**config.mk**
```make
export PLATFORM = sky130hd
export DESIGN_NAME = qconv_stage_sequencer
export DESIGN_NICKNAME = d
export VERILOG_FILES = /design/src/rtl/qconv_stage_sequencer_pkg.sv /design/src/rtl/qconv_stage_sequencer_watchdog.sv /design/src/rtl/qconv_stage_sequencer.sv
export SDC_FILE = /design/constraint.sdc
export NUM_CORES = 1
export LEC_CHECK = 0
export ABC_AREA = 0
export BUFFER_PORTS_ARGS = -buffer_cell sky130_fd_sc_hd__clkbuf_2
export CAP_MARGIN = 40
export CORE_UTILIZATION = 30
export DETAILED_ROUTE_END_ITERATION = 16
export PLACE_DENSITY_LB_ADDON = 0.3
export SYNTH_ARGS = -nofsm -noshare
export SYNTH_HDL_FRONTEND = slang
export SYNTH_SLANG_ARGS = --single-unit
```
**constraint.sdc**
```tcl
create_clock -name clk -period 7.8 [get_ports clk]
set_input_delay 0.39 -clock clk [delete_from_list [all_inputs] [get_ports clk]]
set_output_delay 0.39 -clock clk [all_outputs]
set_load 0.03 [all_outputs]
```
**src/rtl/qconv_stage_sequencer_pkg.sv**
```systemverilog
// Shared definitions for the qconv stage sequencer: FSM state type and index-width helper.
package qconv_stage_sequencer_pkg;

  typedef enum logic [1:0] {
    SEQ_IDLE  = 2'd0,
    SEQ_ISSUE = 2'd1,
    SEQ_WAIT  = 2'd2,
    SEQ_ERR   = 2'd3
  } seq_state_e;

  // A single stage still needs a 1-bit index port.
  function automatic int unsigned idx_width(input int unsigned n);
    return (n > 1) ? $clog2(n) : 1;
  endfunction

endpackage

```
**src/rtl/qconv_stage_sequencer_watchdog.sv**
```systemverilog
// Per-stage watchdog: counts enabled cycles up to a limit; a limit of zero disables expiry.
module qconv_watchdog #(
  parameter int unsigned TIMEOUT_W = 16
) (
  input  logic                 clk,
  input  logic                 rst_n,
  input  logic                 clear,
  input  logic                 enable,
  input  logic [TIMEOUT_W-1:0] limit,
  output logic                 expired
);

  logic [TIMEOUT_W-1:0] count;

  // Saturates at the limit so a stalled FSM cannot wrap the counter past expiry.
  always_ff @(posedge clk or negedge rst_n) begin
    if (!rst_n) begin
      count <= '0;
    end else if (clear) begin
      count <= '0;
    end else if (enable && (count != limit)) begin
      count <= count + 1'b1;
    end
  end

  assign expired = (limit != '0) && (count == limit);

endmodule

```
**src/rtl/qconv_stage_sequencer.sv**
```systemverilog
// Issues start pulses to each stage FSM in order per tile, waits for each finish,
// and reports run completion, abort and watchdog expiry.
module qconv_stage_sequencer
  import qconv_stage_sequencer_pkg::*;
#(
  parameter int unsigned N_STAGES  = 3,
  parameter int unsigned TILE_W    = 16,
  parameter int unsigned TIMEOUT_W = 16
) (
  input  logic                             clk,
  input  logic                             rst_n,
  input  logic                             start,
  input  logic                             abort,
  input  logic [TILE_W-1:0]                num_tiles,
  input  logic [TIMEOUT_W-1:0]             timeout,
  input  logic [N_STAGES-1:0]              stage_finish,
  output logic [N_STAGES-1:0]              stage_start,
  output logic                             busy,
  output logic                             done,
  output logic                             error,
  output logic [TILE_W-1:0]                tile_idx,
  output logic [idx_width(N_STAGES)-1:0]   stage_idx
);

  localparam int unsigned STAGE_W = idx_width(N_STAGES);

  seq_state_e           state, state_next;
  logic [STAGE_W-1:0]   stage_next;
  logic [TILE_W-1:0]    tile_next;
  logic [TILE_W-1:0]    num_tiles_q;
  logic [TIMEOUT_W-1:0] timeout_q;
  logic                 done_next, error_next, load_cfg;
  logic                 wd_clear, wd_enable, wd_expired;
  logic                 finish_cur, last_stage, last_tile;

  qconv_watchdog #(.TIMEOUT_W(TIMEOUT_W)) u_watchdog (
    .clk     (clk),
    .rst_n   (rst_n),
    .clear   (wd_clear),
    .enable  (wd_enable),
    .limit   (timeout_q),
    .expired (wd_expired)
  );

  assign finish_cur = stage_finish[stage_idx];
  assign last_stage = (stage_idx == STAGE_W'(N_STAGES - 1));
  assign last_tile  = (tile_idx == (num_tiles_q - TILE_W'(1)));

  always_comb begin
    state_next = state;
    stage_next = stage_idx;
    tile_next  = tile_idx;
    done_next  = 1'b0;
    error_next = error;
    load_cfg   = 1'b0;
    wd_clear   = 1'b0;
    wd_enable  = 1'b0;
    unique case (state)
      SEQ_IDLE, SEQ_ERR: begin
        if (abort) begin
          state_next = SEQ_IDLE;
        end else if (start) begin
          load_cfg   = 1'b1;
          error_next = 1'b0;
          stage_next = '0;
          tile_next  = '0;
          if (num_tiles == '0) begin
            done_next  = 1'b1;
            state_next = SEQ_IDLE;
          end else begin
            state_next = SEQ_ISSUE;
          end
        end
      end
      SEQ_ISSUE: begin
        wd_clear = 1'b1;
        state_next = abort ? SEQ_IDLE : SEQ_WAIT;
      end
      SEQ_WAIT: begin
        wd_enable = 1'b1;
        // Priority: abort, then finish, then watchdog expiry.
        if (abort) begin
          state_next = SEQ_IDLE;
        end else if (finish_cur) begin
          if (!last_stage) begin
            stage_next = stage_idx + 1'b1;
            state_next = SEQ_ISSUE;
          end else if (!last_tile) begin
            stage_next = '0;
            tile_next  = tile_idx + 1'b1;
            state_next = SEQ_ISSUE;
          end else begin
            done_next  = 1'b1;
            state_next = SEQ_IDLE;
          end
        end else if (wd_expired) begin
          error_next = 1'b1;
          state_next = SEQ_ERR;
        end
      end
      default: state_next = SEQ_IDLE;
    endcase
  end

  always_ff @(posedge clk or negedge rst_n) begin
    if (!rst_n) begin
      state       <= SEQ_IDLE;
      stage_idx   <= '0;
      tile_idx    <= '0;
      stage_start <= '0;
      busy        <= 1'b0;
      done        <= 1'b0;
      error       <= 1'b0;
      num_tiles_q <= '0;
      timeout_q   <= '0;
    end else begin
      state       <= state_next;
      stage_idx   <= stage_next;
      tile_idx    <= tile_next;
      stage_start <= (state_next == SEQ_ISSUE) ? (N_STAGES'(1) << stage_next) : '0;
      busy        <= (state_next == SEQ_ISSUE) || (state_next == SEQ_WAIT);
      done        <= done_next;
      error       <= error_next;
      if (load_cfg) begin
        num_tiles_q <= num_tiles;
        timeout_q   <= timeout;
      end
    end
  end

endmodule
```
==> run summary, run 1 <==
status: finished, final reports clean
clk root buf: clkbuf_16
Pre-antenna DRT Iters: 6
Synth Flop Type: dfrtp_1
via count: 3443
Max FO, Critical Path: 23
synthesized area: 4190 sq um
post-CTS sizing: 0
setup TNS: 0 ns
Routed WL: 10.6 mm
Async SR Flop Fraction: 100%
Initial Util: 31.2%
register area share after synthesis: 44.2%
crit path launch type: register
first-pass GRT wire length: 17.5 mm
Tcrit/Tclk final: 46.1%
nets: 525
hold crit path type: in -> async
Worst Path Required: 8.08 ns
post-synth top area cell: dfrtp_1
Hold-fix buffers, CTS: 0
syn avg cell area: 10.0 sq um
Fin Clk Skew: 0.00703 ns
Post-synth top cells: dfrtp_1, nor2_1, mux2_2, nand2_1, xor2_1
crit path time final: 3.60 ns
vias in the first global route: 3405
#FFs+latches synth: 74
drt drc: 0
R2R depth: 11
Net Sw Frac: 28.6%
Crit path arrival time: 3.87 ns
critical path cell sequence: inv_1 > ha_1 > or4b_4 > or4b_4 > xnor2_1 > o221a_1 > o22ai_1 > nand4b_2 > a21oi_4 > or2b_1 > o22a_1
Layout area overhead: 19.1%
most area-consuming cells after synthesis: dfrtp_1, mux2_2, xor2_1
Filler Cell Count: 1364
Bufs on Longest Clock Path: 2
Crit path max-delay family: simple AND/OR/NAND/NOR gates
Hold Slack: 0.0509 ns
CP endpoint kind: register
CP Depth: 11
syn_nets: 464
PortBufs: 62
count leader, synth: dfrtp_1
top cell type's share of synthesized area: 44.2%
clk sinks: 74
# H-tree levels: 3
Static Leak: 2.21 nW
layout cells sized above 1: 25.2%
Avg WL per Cell: 16.1 um
critical path class: reg -> reg
Fin. Hold Viols: 0
relative slew slack: 43.3%
largest net degree at the start of global routing: 52
Worst-Margin Slew: 0.851 ns
Slew Limit Fails: 0
Die W: 120 um
Placeable Area: 13500 sq um
Max IR drop VDD: 0.138 mV
num rows: 42
Clk pin slew, worst setup/hold paths: 0.06 ns
Clock Latency Late Sink: 0.34 ns
Die H: 120 um
Power Internal: 0.788 mW
Synth warnings: 0
Detail Placement HPWL: 7.83 mm
share of total power in the clock network: 38.4%
CTS tree: built
Cells after Synth: 419
initial antenna violation count: 0
GRT overflow: 0
count of cell types in the netlist: 56
gpl congestion: 0.821
Via density: 5.21
Seq pwr share: 44.1%
Max Fclk: 278 MHz
diode count: 0
setup violators final: 0
area of the die: 14500 sq um
total power per unit cell area: 221 nW/um^2
WP buf/inv: 1
max_cap viols: 0
number of DRC markers in iteration 0: 237
Net Switching: 0.316 mW
EDFF count, synth: 0
# IOs: 63
RSZ-0062 raised after global routing: false
most numerous cell on the critical path: or4b_4
Final ANT Viol Nets: 0
Comb pwr share: 17.6%
post-CTS setup buffer count: 0
CP max stage delay: 0.57 ns
GR Util All Layers: 15.5%
Slowest cell on crit path: or4b_4
Num CTS Buffers: 9
==> metrics by stage <==
stage          cells  area (sq um)  power [mW]  worst slack [ns]  util [%]
4_1_cts          661          4990        1.11              4.22      37.1
3_5_place_dp     645          4690       0.688              4.23      34.8
5_1_grt          661          4990        1.16              4.01      37.1
2_1_floorplan    419          4190       0.626              4.64         -
3_3_place_gp     644          4660       0.680              4.35      34.6
6_report         661          4990        1.10              4.20      37.1
==> registers in the layout, summed over array words and instances (netlist names) <==
name,cells
stage_idx,2
u_watchdog.count,16
tile_idx,16
state,2
num_tiles_q,16
busy,1
error,1
timeout_q,16
done,1
stage_start,3
==> cells in the final DEF (no fill, tap or decap), drive strengths merged, types with 3 or more instances in the layout <==
cell type,count
nand2,30
or4,9
o21ai,13
ha,6
xor2,28
nand3,11
o21a,3
mux2i,4
nor3b,4
and3,10
nor4,19
mux2,32
xnor2,17
nand4,11
nor2b,3
o22a,3
a21oi,17
nor3,9
nor2,33
clkinv,3
o211ai,4
nand2b,5
or3,7
o31ai,4
dfrtp,74
buf,4
inv,15
clkbuf,72
nand3b,4
==> path summary, 6_finish.rpt <==
kind / slack [ns] / end / startpoint
hold / removal: 0.05 / num_tiles_q[2] / rst_n
setup reg to reg: 4.20 / tile_idx[6] / num_tiles_q[0]
max in group asynchronous: 7.17 / u_watchdog.count[6] / rst_n
min in group clk: 0.29 / timeout_q[7] / timeout[7]
setup / recovery: 4.20 / tile_idx[6] / num_tiles_q[0]
hold reg to reg: 0.54 / num_tiles_q[15] / num_tiles_q[15]
==> cells by family (layout without fill, tap and decap cells) <==
kind of cell	Yosys count	in the layout	share of synthesized area, %
xor gates and xnor gates	45	45	9.40
adders and majority gates	6	6	1.79
DFF	74	74	44.2
AOI/OAI and AO/OA	63	63	10.1
buffers and inverters	30	96	3.22
muxes	36	36	9.55
and+or+nand+nor	165	165	21.7
==> routing by layer <==
metal | share of wire [%] | track usage [%] | vias to the layer above
li1 | - | - | 1639
met1 | 44 | 19.3 | 1705
met2 | 50 | 26.4 | 82
met3 | 4.7 | 3.44 | 17
met4 | 1.8 | 5.40 | 0
met5 | 0 | 0 | -
==> cell type report <==
type,count,area [sq um],area share (%)
sequential,74,1850,37.1
inverter,15,56.3,1.13
multi-input combinational,315,2210,44.2
clock buffer,11,253,5.06
timing repair buffer,65,353,7.07
tap,176,220,4.41
clock inverter,5,52.6,1.05
==> power groups by stage <==
stage          Combinational, mW  Clock, mW  Sequential, mW
5_1_grt                    0.217      0.451           0.495
2_1_floorplan              0.154          0           0.472
4_1_cts                    0.196      0.433           0.486
6_report                   0.194      0.424           0.487
3_5_place_dp               0.195          0           0.493
3_3_place_gp               0.188          0           0.491
Power figures use the tool's default switching activity.
==> inputs of run 2 (changes only) <==
==> constraint.sdc (replaced) <==
create_clock -name clk -period 3 [get_ports clk]
set_input_delay 0.15 -clock clk [delete_from_list [all_inputs] [get_ports clk]]
set_output_delay 0.15 -clock clk [all_outputs]
set_load 0.03 [all_outputs]
==> run summary, run 2 (same netlist as run 1, synthesis figures left out) <==
Max FO, Critical Path: 22 (-4.3%)
Max IR drop VDD: 0.291 mV (+110%)
layout cells sized above 1: 31.8% (+6.7 points)
first-pass GRT wire length: 17.5 mm (+0.20%)
gpl congestion: 0.850 (+3.6%)
drt drc: 0 (unchanged)
Placeable Area: 13500 sq um (unchanged)
# H-tree levels: 3 (unchanged)
Routed WL: 10.9 mm (+2.7%)
hold crit path type: in -> reg
max_cap viols: 0 (unchanged)
Worst Slack Setup Final: -0.169 ns (-4.37 ns)
area of the die: 14500 sq um (unchanged)
GR Util All Layers: 15.7% (+0.24 points)
Hold Slack: 0.0386 ns (-0.0123 ns)
Die W: 120 um (unchanged)
Worst Path Required: 3.26 ns (-4.82 ns)
status: finished, violations left
Via density: 5.15 (-1.1%)
crit path time final: 3.17 ns (-0.427 ns)
total power per unit cell area: 545 nW/um^2 (+150%)
Layout area overhead: 24.7%
setup violators final: 21 (+21)
Crit path arrival time: 3.43 ns (-0.44 ns)
Slew Limit Fails: 0 (unchanged)
Die H: 120 um (unchanged)
Static Leak: 2.33 nW (+5.4%)
worst reg2reg setup slack: -0.17 ns (-4.37 ns)
Worst-Margin Slew: 0.836 ns (-0.0147 ns)
most common cell after layout, fill and taps aside: dfrtp_1
vias in the first global route: 3489 (+2.5%)
relative slew slack: 43.8% (+0.46 points)
via count: 3514 (+2.1%)
Pre-antenna DRT Iters: 6 (unchanged)
# IOs: 63 (unchanged)
Clk pin slew, worst setup/hold paths: 0.06 ns (about the same)
Avg WL per Cell: 16.0 um (-0.42%)
GRT overflow: 0 (unchanged)
diode count: 0 (unchanged)
most frequent cells in the layout: dfrtp_1, clkbuf_2, nor2_1
Num CTS Buffers: 9 (unchanged)
Fin Clk Skew: 0.00677 ns (-0.000262 ns)
clk sinks: 74 (unchanged)
CTS tree: built
critical path class: reg -> reg
number of DRC markers in iteration 0: 246 (+3.8%)
total power: 2.85 mW (+160%)
Clock Latency Late Sink: 0.34 ns (about the same)
clk root buf: clkbuf_16
Fin. Hold Viols: 0 (unchanged)
Tcrit/Tclk final: 106% (+60 points)
Max Fclk: 316 MHz (+13%)
CP endpoint kind: register
Initial Util: 31.2% (unchanged)
PortBufs: 62 (unchanged)
num rows: 42 (unchanged)
largest net degree at the start of global routing: 55 (+5.8%)
Final ANT Viol Nets: 0 (unchanged)
initial antenna violation count: 0 (unchanged)
Bufs on Longest Clock Path: 2 (unchanged)
RSZ-0062 raised after global routing: true
Detail Placement HPWL: 7.90 mm (+0.95%)
nets: 547 (+4.2%)
violated checks: setup timing
crit path launch type: register
==> run 2: changes by cell type in the layout (fill, tap and decap cells not counted), sizes merged <==
cell,delta
bufinv,-1
clkbuf,-2
buf,+21
clkinv,+1
dlygate4sd3,+1
clkinvlp,+1
==> run 2: metal layers <==
| layer | part of all wire [%] | vias to the layer above | GRT usage, % |
|---|---|---|---|
| met4 | 1.5 | 0 | 6.48 |
| met5 | 0 | - | 0 |
| met2 | 49 | 81 | 27.1 |
| met3 | 4.5 | 14 | 3.68 |
| li1 | - | 1680 | - |
| met1 | 45 | 1739 | 18.8 |
==> run 2: area by class of cell <==
cell class / instances / area [sq um]
Inverter: 15 / 56.3
Timing Repair Buffer: 87 / 536
Clock inverter: 6 / 35.0
Clock buffer: 9 / 225
Multi-Input combinational cell: 315 / 2310
Fill cell: 1388 / 8220
Tap cell: 176 / 220
Sequential cell: 74 / 1850
==> run 2: critical path, cell delays in order (launching register included) <==
cell,delay [ns]
dfrtp_1,0.38
inv_1,0.06
ha_2,0.16
or4b_4,0.47
or4b_4,0.53
xnor2_2,0.14
o221a_1,0.21
o22ai_2,0.09
nand4b_4,0.16
a21oi_4,0.08
buf_12,0.16
or4_1,0.50
a21oi_1,0.15
==> run 2: final timing paths <==
check,from,cells past startpoint,to
max,num_tiles_q[0],12,tile_idx[10]
min,timeout[2],2,timeout_q[2]
max reg2reg,num_tiles_q[0],12,tile_idx[10]
min reg2reg,num_tiles_q[15],1,num_tiles_q[15]
max in group asynchronous,rst_n,3,timeout_q[4]
min in group asynchronous,rst_n,2,num_tiles_q[13]
==> run 2: stage by stage <==
stage	TNS (ns)	cells	setup WS (ns)	cell area, sq um	utilization, %
global placement	-1.42	662	-0.152	4820	35.8
CTS	-1.50	679	-0.165	5140	38.2
floorplan	-0.853	419	-0.0778	4200	-
detailed placement	-2.60	663	-0.212	4850	36.0
global route	-4.40	682	-0.310	5230	38.9
finish	-1.56	682	-0.169	5230	38.9
==> run 2: repair_timing <==
item                                    CTS  global route
hold buffers                              1             0
gates resized for setup                   4            14
pin swaps                                 4             7
buffers inserted                          0             3
endpoints found under the hold margin    20             0
endpoints found under the setup margin   21            23
==> run 2: power by group <==
| part | total [mW] | leakage, nW | switching, mW | internal [mW] |
|---|---|---|---|---|
| clock network | 0.973 | 0.127 | 0.425 | 0.548 |
| logic | 0.649 | 1.24 | 0.325 | 0.323 |
| registers | 1.23 | 0.959 | 0.116 | 1.11 |
==> inputs of run 3 (changes only) <==
--- a/config.mk
+++ b/config.mk
@@ -8,8 +8,10 @@
 export ABC_AREA = 0
 export BUFFER_PORTS_ARGS = -buffer_cell sky130_fd_sc_hd__clkbuf_2
 export CAP_MARGIN = 40
+export CORE_ASPECT_RATIO = 0.6
 export CORE_UTILIZATION = 30
 export DETAILED_ROUTE_END_ITERATION = 16
+export HOLD_SLACK_MARGIN = 0.06
 export PLACE_DENSITY_LB_ADDON = 0.3
 export SYNTH_ARGS = -nofsm -noshare
 export SYNTH_HDL_FRONTEND = slang
==> run summary, run 3 (same netlist as run 1, synthesis figures left out) <==
status: finished, violations left
violated checks: setup timing
Bufs on Longest Clock Path: 2 (unchanged)
R2R depth: 12 (unchanged)
Tcrit/Tclk final: 110% (+3.9 points)
clk sinks: 74 (unchanged)
# IOs: 63 (unchanged)
final cell count without fillers: 701 (+2.8%)
via count: 3624 (+3.1%)
layout cells sized above 1: 31.7% (-0.069 points)
Clk pin slew, worst setup/hold paths: 0.06 ns (about the same)
GRT busiest layer: met1
gpl congestion: 0.848 (-0.29%)
Max IR drop VDD: 0.227 mV (-22%)
crit path launch type: register
WHS Path Cells: 2 (unchanged)
clk root buf: clkbuf_16
RSZ-0062 raised after global routing: true
total power per unit cell area: 563 nW/um^2 (+3.5%)
Layout area overhead: 30.9%
vias in the first global route: 3591 (+2.9%)
Routed WL: 11.7 mm (+7.1%)
Final ANT Viol Nets: 0 (unchanged)
diode count: 0 (unchanged)
Initial Util: 30.8% (-0.39 points)
Die H: 93.6 um (-22%)
Detail Placement HPWL: 8.70 mm (+10%)
Num CTS Buffers: 9 (unchanged)
drt drc: 0 (unchanged)
Static Leak: 2.44 nW (+4.5%)
CP endpoint kind: register
area of the die: 14500 sq um (+0.11%)
GR Util All Layers: 17.4% (+1.7 points)
nets: 567 (+3.7%)
hold crit path type: in -> reg
Die W: 155 um (+29%)
Via density: 5.17 (+0.34%)
# H-tree levels: 3 (unchanged)
Min-Delay Startpoint: timeout[1]
Pre-antenna DRT Iters: 4 (-2)
setup TNS: -3.59 ns (-2.03 ns)
CP max stage delay: 0.55 ns (+0.02 ns)
most common cell after layout, fill and taps aside: dfrtp_1
most numerous cell on the critical path: or4b_4
Slowest cell on crit path: or4b_4
initial antenna violation count: 0 (unchanged)
number of DRC markers in iteration 0: 329 (+34%)
first-pass GRT wire length: 19.2 mm (+9.6%)
num rows: 33 (-21%)
critical path class: reg -> reg
PortBufs: 62 (unchanged)
Worst-Margin Slew: 0.600 ns (-0.236 ns)
crit path time final: 3.29 ns (+0.116 ns)
Slew Limit Fails: 0 (unchanged)
Max FO, Critical Path: 23 (+4.5%)
Filler Cell Count: 1348 (-2.9%)
GRT overflow: 0 (unchanged)
Fin. Hold Viols: 0 (unchanged)
relative slew slack: 59.6% (+16 points)
Crit. Startpoint: num_tiles_q[0]
Crit path arrival time: 3.54 ns (+0.11 ns)
Clock Latency Late Sink: 0.34 ns (about the same)
Placeable Area: 13600 sq um (+1.3%)
CTS tree: built
launching point of the worst reg2reg path: num_tiles_q[0]
Worst Path Required: 3.26 ns (about the same)
most frequent cells in the layout: dfrtp_1, clkbuf_2, nor2_1, mux2_2, nand2_1
critical path cell sequence: inv_1 > ha_2 > or4b_4 > or4b_4 > xnor2_2 > o221a_1 > o22ai_2 > nand4b_4 > a21oi_4 > buf_12 > or4_1 > a21oi_1
met3 usage: 5.19% (+1.5 points)
placed cell count: 664 (+0.15%)
setup violators final: 22 (+4.8%)
Max Fclk: 304 MHz (-3.5%)
largest net degree at the start of global routing: 48 (-13%)
max_cap viols: 0 (unchanged)
met1 usage in global routing: 25.5% (+6.6 points)
Fin Clk Skew: 0.00631 ns (-0.000457 ns)
Avg WL per Cell: 16.7 um (+4.2%)
met2 Usage GRT: 24.1% (-3.0 points)
Worst Slack Setup Final: -0.286 ns (-0.116 ns)
## run 3: worst max-delay path: cells and delay by family (launching register included)
family / cells / cell delay [ns]
and+or+nand+nor: 4 / 1.72
AOI/OAI and AO/OA: 4 / 0.53
DFF: 1 / 0.37
buffers and inverters: 2 / 0.23
adders and majority gates: 1 / 0.18
xor gates and xnor gates: 1 / 0.16
## run 3: per-stage QoR
| step | setup slack, ns | hold slack [ns] | power (mW) | instance area [sq um] | utilization (%) |
|---|---|---|---|---|---|
| 2_1_floorplan | -0.0778 | -0.146 | 1.63 | 4200 | - |
| 3_3_place_gp | -0.165 | 0.360 | 1.86 | 4830 | 35.5 |
| 3_5_place_dp | -0.249 | 0.112 | 1.88 | 4860 | 35.7 |
| 4_1_cts | -0.253 | 0.0615 | 3.09 | 5420 | 39.8 |
| 5_1_grt | -0.367 | 0.0601 | 3.25 | 5490 | 40.3 |
| 6_report | -0.286 | 0.0696 | 3.09 | 5490 | 40.3 |
## run 3: worst paths after layout
path                                    to  slack [ns]
hold reg to reg            num_tiles_q[15]        0.53
min in group asynchronous     timeout_q[5]        0.28
setup reg to reg              tile_idx[10]       -0.29
setup / recovery              tile_idx[10]       -0.29
max in group asynchronous      tile_idx[2]        2.15
hold / removal                timeout_q[1]        0.07
## run 3: where the power goes
| part | internal [mW] | switching (mW) | leakage, nW | total (mW) |
|---|---|---|---|---|
| logic | 0.353 | 0.357 | 1.33 | 0.710 |
| registers | 1.11 | 0.109 | 0.959 | 1.22 |
| clock network | 0.726 | 0.437 | 0.148 | 1.16 |
| total | 2.19 | 0.903 | 2.44 | 3.09 |
## run 3: area by class of cell
| type | count | area, sq um | area share (%) |
|---|---|---|---|
| Inverter | 15 | 56.3 | 1.03 |
| Clock buffer | 9 | 225 | 4.10 |
| Timing Repair Buffer | 107 | 729 | 13.3 |
| Tap cell | 175 | 219 | 3.99 |
| Clock inverter | 6 | 92.6 | 1.69 |
| Sequential cell | 74 | 1850 | 33.7 |
| Multi-Input combinational cell | 315 | 2310 | 42.2 |
## run 3: what timing repair did
item,CTS,global route
pin swaps,10,7
setup endpoints to repair,22,23
setup buffers,4,1
hold endpoints to repair,43,0
resized for setup,7,15
hold buffers,17,0
## run 3: layer usage
layer  vias up  part of all wire (%)
met2        94                    42
met3         4                   6.1
met5         -                     0
met1      1797                    52
met4         0                  0.21
li1       1729                     -
